$ cat config.mk
export PLATFORM = sky130hd
export DESIGN_NAME = vga_sync_gen
export DESIGN_NICKNAME = d
export VERILOG_FILES = /design/src/rtl/vga_timing_pkg.sv /design/src/rtl/vga_sync_gen_wrap_counter.sv /design/src/rtl/vga_sync_gen.sv
export SDC_FILE = /design/constraint.sdc
export NUM_CORES = 1
export LEC_CHECK = 0
export ABC_AREA = 1
export BUFFER_PORTS_ARGS = -buffer_cell sky130_fd_sc_hd__buf_4
export CAP_MARGIN = 30
export CORE_MARGIN = 4
export CORE_UTILIZATION = 45
export CTS_CLUSTER_DIAMETER = 80
export DETAILED_ROUTE_END_ITERATION = 10
export SYNTH_ARGS = -nofsm -noshare
export SYNTH_HDL_FRONTEND = slang
export SYNTH_SLANG_ARGS = --single-unit
$ cat constraint.sdc
create_clock -name clk -period 4.7 [get_ports clk]
set_input_delay 0.94 -clock clk [delete_from_list [all_inputs] [get_ports clk]]
set_output_delay 0.94 -clock clk [all_outputs]
set_load 0.005 [all_outputs]
$ cat src/rtl/vga_timing_pkg.sv
// ============================================================================
// Module   : vga_timing_pkg
// Brief    : Default 640x480@60 raster timing constants and a window helper.
// Revision : 1.0 - initial release
// ============================================================================
`default_nettype none

package vga_timing_pkg;

    localparam int c_H_ACTIVE = 640;
    localparam int c_H_FP     = 16;
    localparam int c_H_SYNC   = 96;
    localparam int c_H_BP     = 48;
    localparam int c_V_ACTIVE = 480;
    localparam int c_V_FP     = 10;
    localparam int c_V_SYNC   = 2;
    localparam int c_V_BP     = 33;

    localparam int c_H_TOTAL  = c_H_ACTIVE + c_H_FP + c_H_SYNC + c_H_BP;
    localparam int c_V_TOTAL  = c_V_ACTIVE + c_V_FP + c_V_SYNC + c_V_BP;

    localparam int c_HS_START = c_H_ACTIVE + c_H_FP;
    localparam int c_HS_END   = c_HS_START + c_H_SYNC - 1;
    localparam int c_VS_START = c_V_ACTIVE + c_V_FP;
    localparam int c_VS_END   = c_VS_START + c_V_SYNC - 1;

    function automatic logic in_window(input int unsigned v,
                                       input int unsigned lo,
                                       input int unsigned hi);
        return (v >= lo) && (v <= hi);
    endfunction

endpackage

`default_nettype wire

$ cat src/rtl/vga_sync_gen_wrap_counter.sv
// ============================================================================
// Module   : wrap_counter
// Brief    : Enabled 0..MAX counter with a same-cycle wrap indication.
// Revision : 1.0 - initial release
// ============================================================================
`default_nettype none

module wrap_counter #(
    parameter int MAX = 799,
    parameter int W   = 10
) (
    input  logic         clk,
    input  logic         rst_n,
    input  logic         en,
    output logic [W-1:0] count,
    output logic         wrap
);

    logic [W-1:0] count_q;

    // Wrap is asserted on the cycle whose edge takes the count back to zero.
    assign wrap  = en && (count_q == W'(MAX));
    assign count = count_q;

    always_ff @(posedge clk or negedge rst_n) begin
        if (!rst_n) begin
            count_q <= W'(MAX);
        end else if (en) begin
            count_q <= wrap ? '0 : count_q + 1'b1;
        end
    end

endmodule

`default_nettype wire

$ cat src/rtl/vga_sync_gen.sv
// ============================================================================
// Module   : vga_sync_gen
// Brief    : VGA raster timing: syncs, active flag, coordinates and strobes.
// Revision : 1.0 - initial release
// ============================================================================
`default_nettype none

module vga_sync_gen
    import vga_timing_pkg::*;
#(
    parameter int   H_ACTIVE = c_H_ACTIVE,
    parameter int   H_FP     = c_H_FP,
    parameter int   H_SYNC   = c_H_SYNC,
    parameter int   H_BP     = c_H_BP,
    parameter int   V_ACTIVE = c_V_ACTIVE,
    parameter int   V_FP     = c_V_FP,
    parameter int   V_SYNC   = c_V_SYNC,
    parameter int   V_BP     = c_V_BP,
    parameter logic SYNC_POL = 1'b0,
    parameter int   CW       = 10
) (
    input  logic          clk,
    input  logic          rst_n,
    input  logic          pix_en,
    output logic          hsync,
    output logic          vsync,
    output logic          video_on,
    output logic [CW-1:0] x,
    output logic [CW-1:0] y,
    output logic          line_start,
    output logic          frame_start
);

    localparam int c_H_TOT = H_ACTIVE + H_FP + H_SYNC + H_BP;
    localparam int c_V_TOT = V_ACTIVE + V_FP + V_SYNC + V_BP;
    localparam int c_HS_LO = H_ACTIVE + H_FP;
    localparam int c_HS_HI = c_HS_LO + H_SYNC - 1;
    localparam int c_VS_LO = V_ACTIVE + V_FP;
    localparam int c_VS_HI = c_VS_LO + V_SYNC - 1;

    logic [CW-1:0] w_h_count, w_v_count, w_h_next, w_v_next;
    logic          w_h_wrap, w_v_wrap, w_v_en;

    assign w_v_en = pix_en & w_h_wrap;

    wrap_counter #(.MAX(c_H_TOT - 1), .W(CW)) u_h_cnt (
        .clk   (clk),
        .rst_n (rst_n),
        .en    (pix_en),
        .count (w_h_count),
        .wrap  (w_h_wrap)
    );

    wrap_counter #(.MAX(c_V_TOT - 1), .W(CW)) u_v_cnt (
        .clk   (clk),
        .rst_n (rst_n),
        .en    (w_v_en),
        .count (w_v_count),
        .wrap  (w_v_wrap)
    );

    // Outputs describe the post-edge position, so decode the next counter values.
    assign w_h_next = w_h_wrap ? '0 : (pix_en ? w_h_count + 1'b1 : w_h_count);
    assign w_v_next = w_v_wrap ? '0 : (w_v_en ? w_v_count + 1'b1 : w_v_count);

    logic          hsync_d, vsync_d, video_on_d, line_start_d, frame_start_d;
    logic [CW-1:0] x_d, y_d;
    logic          hsync_q, vsync_q, video_on_q, line_start_q, frame_start_q;
    logic [CW-1:0] x_q, y_q;

    always_comb begin
        video_on_d    = (w_h_next < CW'(H_ACTIVE)) && (w_v_next < CW'(V_ACTIVE));
        hsync_d       = in_window(32'(w_h_next), c_HS_LO, c_HS_HI) ? SYNC_POL : ~SYNC_POL;
        vsync_d       = in_window(32'(w_v_next), c_VS_LO, c_VS_HI) ? SYNC_POL : ~SYNC_POL;
        x_d           = video_on_d ? w_h_next : '0;
        y_d           = video_on_d ? w_v_next : '0;
        line_start_d  = w_v_en;
        frame_start_d = w_v_wrap;
    end

    always_ff @(posedge clk or negedge rst_n) begin
        if (!rst_n) begin
            hsync_q       <= ~SYNC_POL;
            vsync_q       <= ~SYNC_POL;
            video_on_q    <= 1'b0;
            x_q           <= '0;
            y_q           <= '0;
            line_start_q  <= 1'b0;
            frame_start_q <= 1'b0;
        end else begin
            hsync_q       <= hsync_d;
            vsync_q       <= vsync_d;
            video_on_q    <= video_on_d;
            x_q           <= x_d;
            y_q           <= y_d;
            line_start_q  <= line_start_d;
            frame_start_q <= frame_start_d;
        end
    end

    assign hsync       = hsync_q;
    assign vsync       = vsync_q;
    assign video_on    = video_on_q;
    assign x           = x_q;
    assign y           = y_q;
    assign line_start  = line_start_q;
    assign frame_start = frame_start_q;

endmodule

`default_nettype wire

==> results.txt, run 1 <==
The run finished with clean final reports. The warning count from the yosys run is 0. In this run, synthesis produced a sequential element count of 45. Dividing the detail-routed via count by the number of cells gives 4.61. The net count of the finished layout is 310. Combinational logic is responsible for 18.7% of the overall power. The total iterations of the first detailed-routing run was 4; the area fraction of the dominant cell type after synthesis was 35.8%. The buffers plus inverters on the worst setup path is 1. The worst slew margin relative to its limit was 61.5%.

The type of the worst min-delay path was register to register. Global routing used 15.9% of the available tracks across all layers. The max-capacitance violation count came out at 0. The depth of the CTS H-tree is 2. In this run, the number of DRC markers left after iteration 0 of detailed routing was 144. The final-layout fill cell count was 470; the number of global-route vias before repair was 1567. For the detailed-route wire length, the log shows 4460 um. The number of setup buffers added after CTS is 0. The tools report the critical path launch point as u_h_cnt.count[0]$_DFFE_PN1P_.

The run gives 0.000165 V as the worst voltage drop across the vdd grid. The count of final max-slew check failures was 0. The wire-length estimate of the detail-placed layout is 3340 um. The worst register-to-register path ends at video_on$_DFF_PN0_. The number of nets in the synthesized netlist is 279.

The clock network is responsible for 32.3% of the overall power. The run gives 4.86 ns as the required time at the endpoint of the critical path. The clock drives 45 sinks. Once placement finished, the instance area stood at 0.00256 mm2. The worst path meets setup with 2.33 ns of slack. Setup repair after global routing left no endpoint under its margin. The worst register-to-register path has a depth of 10. Timing analysis after detailed placement gives a worst setup slack of 2.17 ns. 28 I/O pins were placed. After detailed routing, the number of remaining DRC violations is 0.

The logs give 2 for the number of buffers on the longest clock path and 0.00231 mm2 for the netlist area before placement. Counting distinct cell types in the post-synthesis netlist gives 33. For flop-to-flop paths, the worst setup slack is 2.33 ns.

Of the available clock period, the critical path in the final layout requires 50.5%. The proportion of total power due to net switching is 31.0%. Data arrives at the worst endpoint at 2.53 ns.

The share of the Yosys chip area taken by registers is 49.5%. Across the routed clock network, the largest skew measured is 0.00961 ns. After routing the design area is 0.00268 mm2. The initial antenna violation count was 0; the highest fanout seen on the critical path was 20.

From synthesis to final layout, the design area changed by 16.3%. At the end of routability-driven placement, the weighted congestion stood at 0.882. The cell repeated most along the worst path is sky130_fd_sc_hd__nand2_1. The path with the worst hold slack has its endpoint at u_h_cnt.count[8]$_DFFE_PN1P_. Once detail routing completed, the nets flagged for antenna violations numbered 0. The share of cells above drive strength 1 was 31.8%; the summed negative setup slack over all endpoints was 0 ns. After floorplanning, the core was sized to cover 0.00485 mm2.

The run gives 0 as the total inserted antenna cells. The library cells used most frequently in the layout, excluding fill and tap cells, are sky130_fd_sc_hd__nand2_1, sky130_fd_sc_hd__inv_1, sky130_fd_sc_hd__dfrtp_1. The worst min-delay path startpoint is u_h_cnt.count[8]$_DFFE_PN1P_.

For this design the ratio of total power to cell area is 352 mW/mm2. Clock-pin slew was measured on the worst setup and hold paths at 0.09 ns. The first global-routing pass estimated 7770 um of wire. The initial utilization of the core area, before any placement, comes to 47.6%. Per report_power, the sequential group accounts for 49.0% of the total.

The largest single stage delay on the critical path is 0.56 ns. The number of gates given a new drive strength after cts is 0. The total power of the final layout was 0.944 mW; the width of the chip was 79.6 um. The number of cell rows is 25, and the cell depth of the worst min-delay path is 2. The tree is rooted in a sky130_fd_sc_hd__clkbuf_8. The run gives 46 as the pin count of the biggest net entering global routing.

The library cell used most frequently in the layout, excluding fill and tap cells, is sky130_fd_sc_hd__nand2_1. In this run the critical register-to-register path is launched from u_h_cnt.count[0]$_DFFE_PN1P_. Traced cell by cell, the critical path runs through ha_1 > nand2_4 > nor2_4 > nand4_4 > nand2_1 > nand2_1 > nor2_1 > nand2_1 > nand2_2 > inv_2. Summing over every cut layer, the via total after detailed routing is 1714.

The shortest clock period the worst path allows after layout was 2.37 ns; the average cell area after synthesis was 8.45 um2. The slowest stage of the critical path is the sky130_fd_sc_hd__dfstp_2 cell. The number of CTS-inserted buffers came out at 5. The classification of the worst setup path is register to register. The family of cells with the greatest summed delay on the critical path is simple AND/OR/NAND/NOR gates.

Clock latency on the worst-skew pair, taken at its later pin, is 0.29 ns. In this run, post-CTS hold repair placed 0 buffers. STA classifies the critical path endpoint as a register. The tools report the startpoint class of the critical path as a register. For this design the total switching power over the nets is 0.292 mW. For the pin with the worst max-slew slack, the measured transition is 0.575 ns. The number of hold violations in the final report is 0. The cell count after synthesis came out at 273.

The die is 79.6 um tall. Yosys attributes the largest share of cell area to sky130_fd_sc_hd__dfrtp_1, sky130_fd_sc_hd__dfstp_2, sky130_fd_sc_hd__nand2_1. The cell type with the highest aggregate area in the netlist was sky130_fd_sc_hd__dfrtp_1. TritonCTS built the clock tree. The final routed wire length divided by cell count was 12.0 um. Achievable frequency: 421 MHz. For this design the static power due to leakage is 1.39 nW. The die covers 0.00634 mm2.

During placement, the flow inserted port buffers numbering 27. Internal power comes to 0.652 mW. Global routing finished with a remaining overflow of 0.

The run gives 0 as the setup-violating endpoint count in the final report.
[layout make-up]
type	count	area, um2	share of cell area [%]
clock buffer	6	82.6	3.08
timing repair buffer	27	203	7.55
multi-input combinational	174	940	35.0
tap	67	83.8	3.12
clock inverter	2	37.5	1.40
sequential	45	1140	42.5
inverter	51	196	7.32
[per-stage QoR]
stage / utilization, % / instances / hold slack [ns]
CTS: 55.4 / 372 / 0.576
global route: 55.4 / 372 / 0.604
finish: 55.4 / 372 / 0.570
detailed placement: 52.9 / 364 / 0.560
global placement: 52.9 / 364 / 0.554
floorplan: - / 273 / 0.524
[power by group through the flow]
stage / clock (mW) / combinational (mW) / sequential, mW
2_1_floorplan: 0 / 0.139 / 0.458
3_3_place_gp: 0 / 0.179 / 0.469
3_5_place_dp: 0 / 0.177 / 0.467
4_1_cts: 0.315 / 0.177 / 0.462
5_1_grt: 0.337 / 0.198 / 0.468
6_report: 0.305 / 0.176 / 0.463
[cells in the mapped netlist, drive strengths merged]
cell / n
ha: 3
a31oi: 1
dfstp: 12
clkinv: 1
o21a: 1
conb: 1
dfrtp: 33
buf: 3
a21oi: 3
a22oi: 2
inv: 50
nand4: 5
xnor2: 1
nor3: 2
nand2: 74
o21ai: 3
xor2: 4
nor2: 54
nand3: 18
or2: 1
o21bai: 1
[kinds of logic after synthesis]
logic type	count (synthesis)	share of synthesized area (%)
xor+xnor	5	1.90
simple gates	154	33.7
flops	45	49.5
fa+ha+maj	3	1.63
buf+inv	54	9.82
other cells	1	0.163
compound gates	11	3.36
[per-layer routing]
layer  global-route usage [%]  vias to the layer above  share of wire (%)  routed length (um)
met4                     4.64                        0               0.65                  29
met1                     24.6                      792                 52                2330
met2                     22.6                       36                 43                1910
met5                        0                        -                  0                   0
li1                         -                      884                  -                   -
met3                     2.48                        2                4.3                 194
[worst max path at each step]
stage	endpoint	slack, ns	depth (start not counted)
2_1_floorplan	x[5]$_DFF_PN0_	2.62	11
3_3_place_gp	y[6]$_DFF_PN0_	2.17	10
3_5_place_dp	video_on$_DFF_PN0_	2.17	10
4_1_cts	video_on$_DFF_PN0_	2.30	10
5_1_grt	video_on$_DFF_PN0_	2.09	10
6_report	video_on$_DFF_PN0_	2.33	10
[worst min-delay path, stage by stage, from the launching register on]
cell,delay (ns)
sky130_fd_sc_hd__dfstp_2,0.41
sky130_fd_sc_hd__nand2_1,0.08
sky130_fd_sc_hd__nand2_2,0.07
[flip-flops by register name, summed over array words and instances, names as in the netlist]
signal	count
u_h_cnt.count	10
u_v_cnt.count	10
x	10
y	10
frame_start	1
hsync	1
line_start	1
video_on	1
vsync	1
Note: power is estimated with default switching activity, not from simulation.
==> inputs of run 2 (changes only) <==
Settings changed: PLACE_DENSITY set to 0.67.
Clock period 4.7 ns to 2.15 ns, I/O delays scaled along.
==> results.txt, run 2 (synthesis gave the netlist of run 1 again) <==
The run finished with clean final reports. The shortest clock period the worst path allows after layout works out to 2.05 ns (-0.320 ns). The aggregate global routing overflow was 0 (unchanged); the number of cells on the worst reg-to-reg path was 11 (+1).

Number of hold buffers added after CTS: 0 (unchanged). The run gives 0 ns (unchanged) as the summed negative setup slack over all endpoints. The logs give 0 (unchanged) for the setup-violating endpoint count in the final report and 0.29 ns (about the same) for the clock network latency to the later pin of the worst-skew pair. The worst register-to-register path begins at u_h_cnt.count[1]$_DFFE_PN1P_. The achievable frequency was 487 MHz (+16%). Worst voltage drop across the vdd grid: 0.000433 V (+160%). For the detailed router's first-iteration violation count, the log shows 88 (-39%).

The leakage dissipation was 1.49 nW (+7.3%). The layout net count is 327 (+5.5%). The arrival time reported for the critical path endpoint came out at 2.24 ns (-0.29 ns). Setup repair after global routing could not meet its margin everywhere. The run gives 2 (unchanged) as the number of buffers on the longest clock path.

The number of CTS-inserted buffers was 5 (unchanged). The worst setup path is captured at a register. Number of nets with antenna violations after detailed routing: 0 (unchanged). The tools report the total core area as 0.00485 mm2 (unchanged). The global router's overall resource usage is 16.3% (+0.47 points), and the total power divided by cell area is 710 mW/mm2 (+100%).

The worst clock skew on the final layout came out at 0.00559 ns (-0.00402 ns). Total iterations of the first detailed-routing run: 5 (+1). The library cells used most frequently in the layout, excluding fill and tap cells, are sky130_fd_sc_hd__nand2_1, sky130_fd_sc_hd__inv_1, sky130_fd_sc_hd__buf_4.

The run gives 2.06 mW (+120%) as the total power of the final layout. The overall die area is 0.00634 mm2 (unchanged). The via count normalized by instance count is 4.57 (-0.91%), and the count of non-filler cells in the finished layout is 389 (+4.6%). The final cell utilization of the core is 59.9% (+4.6 points). The number of hold violations in the final report is 0 (unchanged). The global-route wire length before repair is 7970 um (+2.6%), and the starting density of the core is 47.6% (unchanged). Post-route clock period utilization: 95.5% (+45 points). The logs give 0.00264 mm2 (+2.8%) for the placement-stage cell area and 0.1 ns (-2.23 ns) for the register-to-register setup slack. For the number of cell rows, the log shows 25 (unchanged).

The logs give 3490 um (+4.5%) for the HPWL reported at the end of detailed placement and 2 (unchanged) for the depth of the CTS H-tree. The tools report the TritonCTS sink count as 45 (unchanged). The run gives 0.00291 mm2 (+8.3%) as the area of all placed cells without fillers.

The tools report the count of final max-slew check failures as 0 (unchanged). In this run the critical register-to-register path is captured at x[6]$_DFF_PN0_. Total inserted antenna cells: 0 (unchanged). The classification of the worst setup path is register to register. Number of remaining DRC errors: 0 (unchanged). The number of global-route vias before repair is 1627 (+3.8%), and the count of buffers from port buffering is 27 (unchanged). Post-placement cell count: 372 (+2.2%).

The library cell used most frequently in the layout, excluding fill and tap cells, is sky130_fd_sc_hd__nand2_1. The required time at the endpoint of the critical path is 2.33 ns (-2.53 ns), and the highest fanout seen on the critical path is 9 (-55%). Clock-pin slew of the registers on the worst-case setup and hold paths: 0.08 ns (about the same).

Relative to the synthesized area, the layout overhead comes to 25.9%. The share of cells above drive strength 1 works out to 36.6% (+4.8 points). The max-capacitance violation count was 0 (unchanged). Worst slew margin relative to its limit: 64.1% (+2.6 points). In this run the worst hold path is classified as input pin to asynchronous set/reset pin.

The final-layout fill cell count came out at 421 (-10%). The worst hold margin was 0.106 ns (-0.464 ns). The top-level I/O count came out at 28 (unchanged). The vias after detailed routing is 1776 (+3.6%), and the initial antenna violation count is 0 (unchanged). The width of the chip came out at 79.6 um (unchanged). The worst setup margin came out at 0.0969 ns (-2.23 ns).

The transition time at the pin with the least slew margin was 0.539 ns (-0.0362 ns). TritonCTS built the clock tree. The die height works out to 79.6 um (unchanged). For the detailed-route wire length, the log shows 4780 um (+7.2%). The last weighted congestion value of the routability-driven placer is 0.871 (-1.2%). The startpoint class of the critical path was a register. The worst-case setup slack after placement is 0.0428 ns (-2.12 ns). The root buffer cell chosen for the clock tree is sky130_fd_sc_hd__clkbuf_8.

The run gives 46 (unchanged) as the pin count of the biggest net entering global routing. The final routed wire length divided by cell count is 12.3 um (+2.5%).
## run 2: repair_timing
action                                  4_1_cts  5_1_grt
buffers inserted                              0        7
resized for setup                             0       12
endpoints found under the setup margin        0       19
## run 2: power breakdown
group / internal [mW] / switching [mW] / leakage (nW)
Combinational: 0.140 / 0.283 / 0.868
Clock: 0.345 / 0.277 / 0.0552
Sequential: 0.932 / 0.0842 / 0.568
## run 2: worst max path at each step
stage / startpoint / to / slack, ns / cells past startpoint
2_1_floorplan: u_h_cnt.count[0]$_DFFE_PN1P_ / x[5]$_DFF_PN0_ / 0.27 / 11
3_3_place_gp: u_h_cnt.count[0]$_DFFE_PN1P_ / x[5]$_DFF_PN0_ / 0.1 / 11
3_5_place_dp: u_h_cnt.count[0]$_DFFE_PN1P_ / x[0]$_DFF_PN0_ / 0.04 / 11
4_1_cts: u_h_cnt.count[0]$_DFFE_PN1P_ / x[0]$_DFF_PN0_ / 0.03 / 11
5_1_grt: u_h_cnt.count[1]$_DFFE_PN1P_ / x[6]$_DFF_PN0_ / -0.02 / 14
6_report: u_h_cnt.count[1]$_DFFE_PN1P_ / x[6]$_DFF_PN0_ / 0.1 / 11
## run 2: layout make-up
class | instances | area [um2] | area share, %
Sequential cell | 45 | 1140 | 39.3
Timing Repair Buffer | 44 | 378 | 13.0
Inverter | 51 | 196 | 6.76
Clock inverter | 2 | 35.0 | 1.21
Multi-Input combinational cell | 174 | 998 | 34.4
Tap cell | 67 | 83.8 | 2.89
Clock buffer | 6 | 72.6 | 2.50
## run 2: critical path: stages (launching register included)
cell	delay, ns
sky130_fd_sc_hd__dfstp_2	0.58
sky130_fd_sc_hd__ha_4	0.17
sky130_fd_sc_hd__nand2_8	0.07
sky130_fd_sc_hd__nor2_8	0.14
sky130_fd_sc_hd__nand3_4	0.15
sky130_fd_sc_hd__o21bai_2	0.16
sky130_fd_sc_hd__nand2_2	0.09
sky130_fd_sc_hd__nor2_1	0.15
sky130_fd_sc_hd__nand2_1	0.11
sky130_fd_sc_hd__nand2_4	0.12
sky130_fd_sc_hd__clkbuf_16	0.18
sky130_fd_sc_hd__nor2_2	0.03
## run 2: routing by layer
layer  track usage (%)  vias up  routed length [um]
met5                 0        -                   0
met1              24.2      806                2250
met2              23.9       47                2190
met4              5.15        0                  62
met3              3.27        5                 282
li1                  -      918                   -
==> inputs of run 3 (changes only) <==
Settings changed: CORE_UTILIZATION 45 to 52, PLACE_DENSITY 0.67 to 0.75.
==> results.txt, run 3 (synthesis gave the netlist of run 1 again) <==
The flow ran to the end, and the final reports show no timing, DRC or antenna violations. Maximum cell stage delay along the critical path: 0.58 ns (about the same). The total core area came out at 0.00414 mm2 (-15%). The depth of the CTS H-tree was 2 (unchanged).

The total power divided by cell area is 731 mW/mm2 (+3.1%), and the number of buffers on the longest clock path is 2 (unchanged). The clock-pin slew of the registers on the worst-case setup and hold paths was 0.08 ns (about the same). The post-route clock period utilization was 97.8% (+2.3 points); the worst setup margin was 0.0475 ns (-0.0494 ns).

The run gives 0 (unchanged) as the number of hold violations in the final report. The max-capacitance violation count came out at 0 (unchanged). The final cell utilization of the core is 69.7% (+9.8 points), and the count of buffers from port buffering is 27 (unchanged). The tools report the clock network latency to the later pin of the worst-skew pair as 0.30 ns (about the same). The detailed router's first-iteration violation count was 235 (+170%); the achievable frequency was 476 MHz (-2.4%). The global-route wire length before repair is 8180 um (+2.6%).

Number of cell rows: 23 (-8.0%). The final-layout fill cell count was 333 (-21%); the shortest clock period the worst path allows after layout was 2.10 ns (+0.0494 ns). The multi-input gate area in the final layout came out at 0.00103 mm2 (+2.8%).

The number of cells on the worst reg-to-reg path was 13 (+2). For the layout net count, the log shows 325 (-0.61%). The transition time at the pin with the least slew margin came out at 0.543 ns (+0.00436 ns). The run gives 19.3% (+2.9 points) as the global router's overall resource usage.

The critical path is of the register to register type. The most critical setup path has its endpoint at y[8]$_DFF_PN0_. The highest fanout seen on the critical path was 8 (-1); the leakage dissipation was 1.49 nW (about the same).

The vias after detailed routing is 1907 (+7.4%). The tools report the number of remaining DRC errors as 0 (unchanged). Leaving out fill and tap cells, the most frequent cell in the layout is sky130_fd_sc_hd__nand2_1. The last weighted congestion value of the routability-driven placer was 0.903 (+3.6%). Initial antenna violation count: 0 (unchanged). TritonCTS sink count: 45 (unchanged). The setup-violating endpoint count in the final report is 0 (unchanged). Setup repair after global routing could not meet its margin everywhere. For the register cell area after layout, the log shows 0.00114 mm2 (+0.11%).

The min-delay analysis places its worst path in the category input pin to asynchronous set/reset pin. The HPWL reported at the end of detailed placement was 3490 um (about the same); the overall die area was 0.00557 mm2 (-12%). The top-level I/O count was 28 (unchanged). The logs give 63.8% (-0.29 points) for the worst slew margin relative to its limit and 0 (unchanged) for the aggregate global routing overflow.

The worst setup path is captured at a register. In the layout the commonest cells are sky130_fd_sc_hd__nand2_1, sky130_fd_sc_hd__inv_1, sky130_fd_sc_hd__buf_4. The share of cells above drive strength 1 came out at 38.8% (+2.1 points). The arrival time reported for the critical path endpoint came out at 2.30 ns (+0.06 ns). The cell at the root of the clock tree is sky130_fd_sc_hd__clkbuf_8. The tools report the required time at the endpoint of the critical path as 2.35 ns (+0.02 ns). Walking the worst path, the cells encountered are ha_4 > nand2_8 > nor2_4 > nand3_2 > nand2_1 > inv_1 > nand2_2 > nand2_4 > nor2_2 > nor2_2 > nand2_2 > clkbuf_16 > nor2_2. Worst voltage drop across the vdd grid: 0.000404 V (-6.7%).

The logs give 1816 (+12%) for the number of global-route vias before repair and 0 (unchanged) for the total inserted antenna cells. The pin count of the biggest net entering global routing came out at 46 (unchanged). The via count normalized by instance count was 5.15 (+13%).

The width of the chip is 74.6 um (-6.3%). The tools report the detailed-route wire length as 5160 um (+8.0%). The slowest stage of the critical path belongs to the cell sky130_fd_sc_hd__dfstp_2. The number of nets with antenna violations after detailed routing was 0 (unchanged).

The total iterations of the first detailed-routing run came out at 5 (unchanged). TritonCTS built the clock tree. In this run the worst setup path begins at u_h_cnt.count[1]$_DFFE_PN1P_. Final routed wire length divided by cell count: 14.0 um (+14%). The tools report the destination of the worst register-to-register timing path as y[8]$_DFF_PN0_. The worst setup path is launched from a register. The die height was 74.6 um (-6.3%).

The register-to-register setup slack came out at 0.05 ns (-0.05 ns). The count of final max-slew check failures came out at 0 (unchanged). The total power of the final layout was 2.11 mW (+2.5%). The growth of design area from synthesis to finish was 25.2%; the worst-case setup slack after placement was 0.0639 ns (+0.0211 ns). The most numerous cell type found on the critical path is sky130_fd_sc_hd__nor2_2. Number of CTS-inserted buffers: 5 (unchanged).

The worst register-to-register path begins at u_h_cnt.count[1]$_DFFE_PN1P_. For the starting density of the core, the log shows 55.7% (+8.1 points). The tools report the worst clock skew on the final layout as 0.00546 ns (-0.000133 ns).
## run 3: cell types whose count changed in the layout (fill, tap and decap cells not counted), sizes merged
| cell | change |
|---|---|
| buf | -1 |
| clkinv | -1 |
## run 3: worst min-delay path by stage
stage | endpoint | slack, ns | startpoint | depth (start not counted)
after floorplan | frame_start$_DFF_PN0_ | 0.13 | rst_n | 0
after global placement | u_h_cnt.count[5]$_DFFE_PN0P_ | 0.45 | rst_n | 1
after detailed placement | u_h_cnt.count[5]$_DFFE_PN0P_ | 0.46 | rst_n | 1
after CTS | u_h_cnt.count[5]$_DFFE_PN0P_ | 0.13 | rst_n | 1
after global routing | u_h_cnt.count[6]$_DFFE_PN0P_ | 0.17 | rst_n | 1
final | u_h_cnt.count[6]$_DFFE_PN0P_ | 0.12 | rst_n | 1
## run 3: power breakdown
| part | internal, mW | switching [mW] |
|---|---|---|
| logic | 0.137 | 0.297 |
| registers | 0.932 | 0.0861 |
| clock network | 0.379 | 0.281 |
## run 3: cell type report
class	instances	area share [%]
repair buffers	42	12.0
flip-flops and latches	45	39.5
inverters	51	6.80
clock inverters	1	1.04
well taps	50	2.17
multi-input cells	174	35.5
clock buffers	7	2.99
## run 3: per-stage QoR
step | hold slack (ns) | instance area [um2] | setup TNS [ns] | instances
after floorplan | 0.134 | 2310 | 0 | 273
after global placement | 0.449 | 2600 | 0 | 353
after detailed placement | 0.458 | 2600 | 0 | 353
after CTS | 0.133 | 2720 | 0 | 361
after global routing | 0.170 | 2890 | -0.540 | 370
final | 0.115 | 2890 | 0 | 370
## run 3: critical path: cells and delay by family, from the launching register on
family | cells | cell delay (ns)
simple gates | 10 | 1.00
fa+ha+maj | 1 | 0.18
buf+inv | 2 | 0.24
flops | 1 | 0.58
## run 3: routing by layer
layer,GRT usage [%],vias up,part of all wire (%),wire length (um)
met3,4.67,13,7.3,377
li1,-,910,-,-
met5,0,-,0,0
met1,25.6,910,43,2220
met4,7.71,0,2.3,120
met2,30.4,74,47,2450
## run 3: what timing repair did
item / CTS / global route
setup buffers: 0 / 8
resized for setup: 0 / 21
endpoints found under the setup margin: 0 / 20
hold buffers: 0 / 0
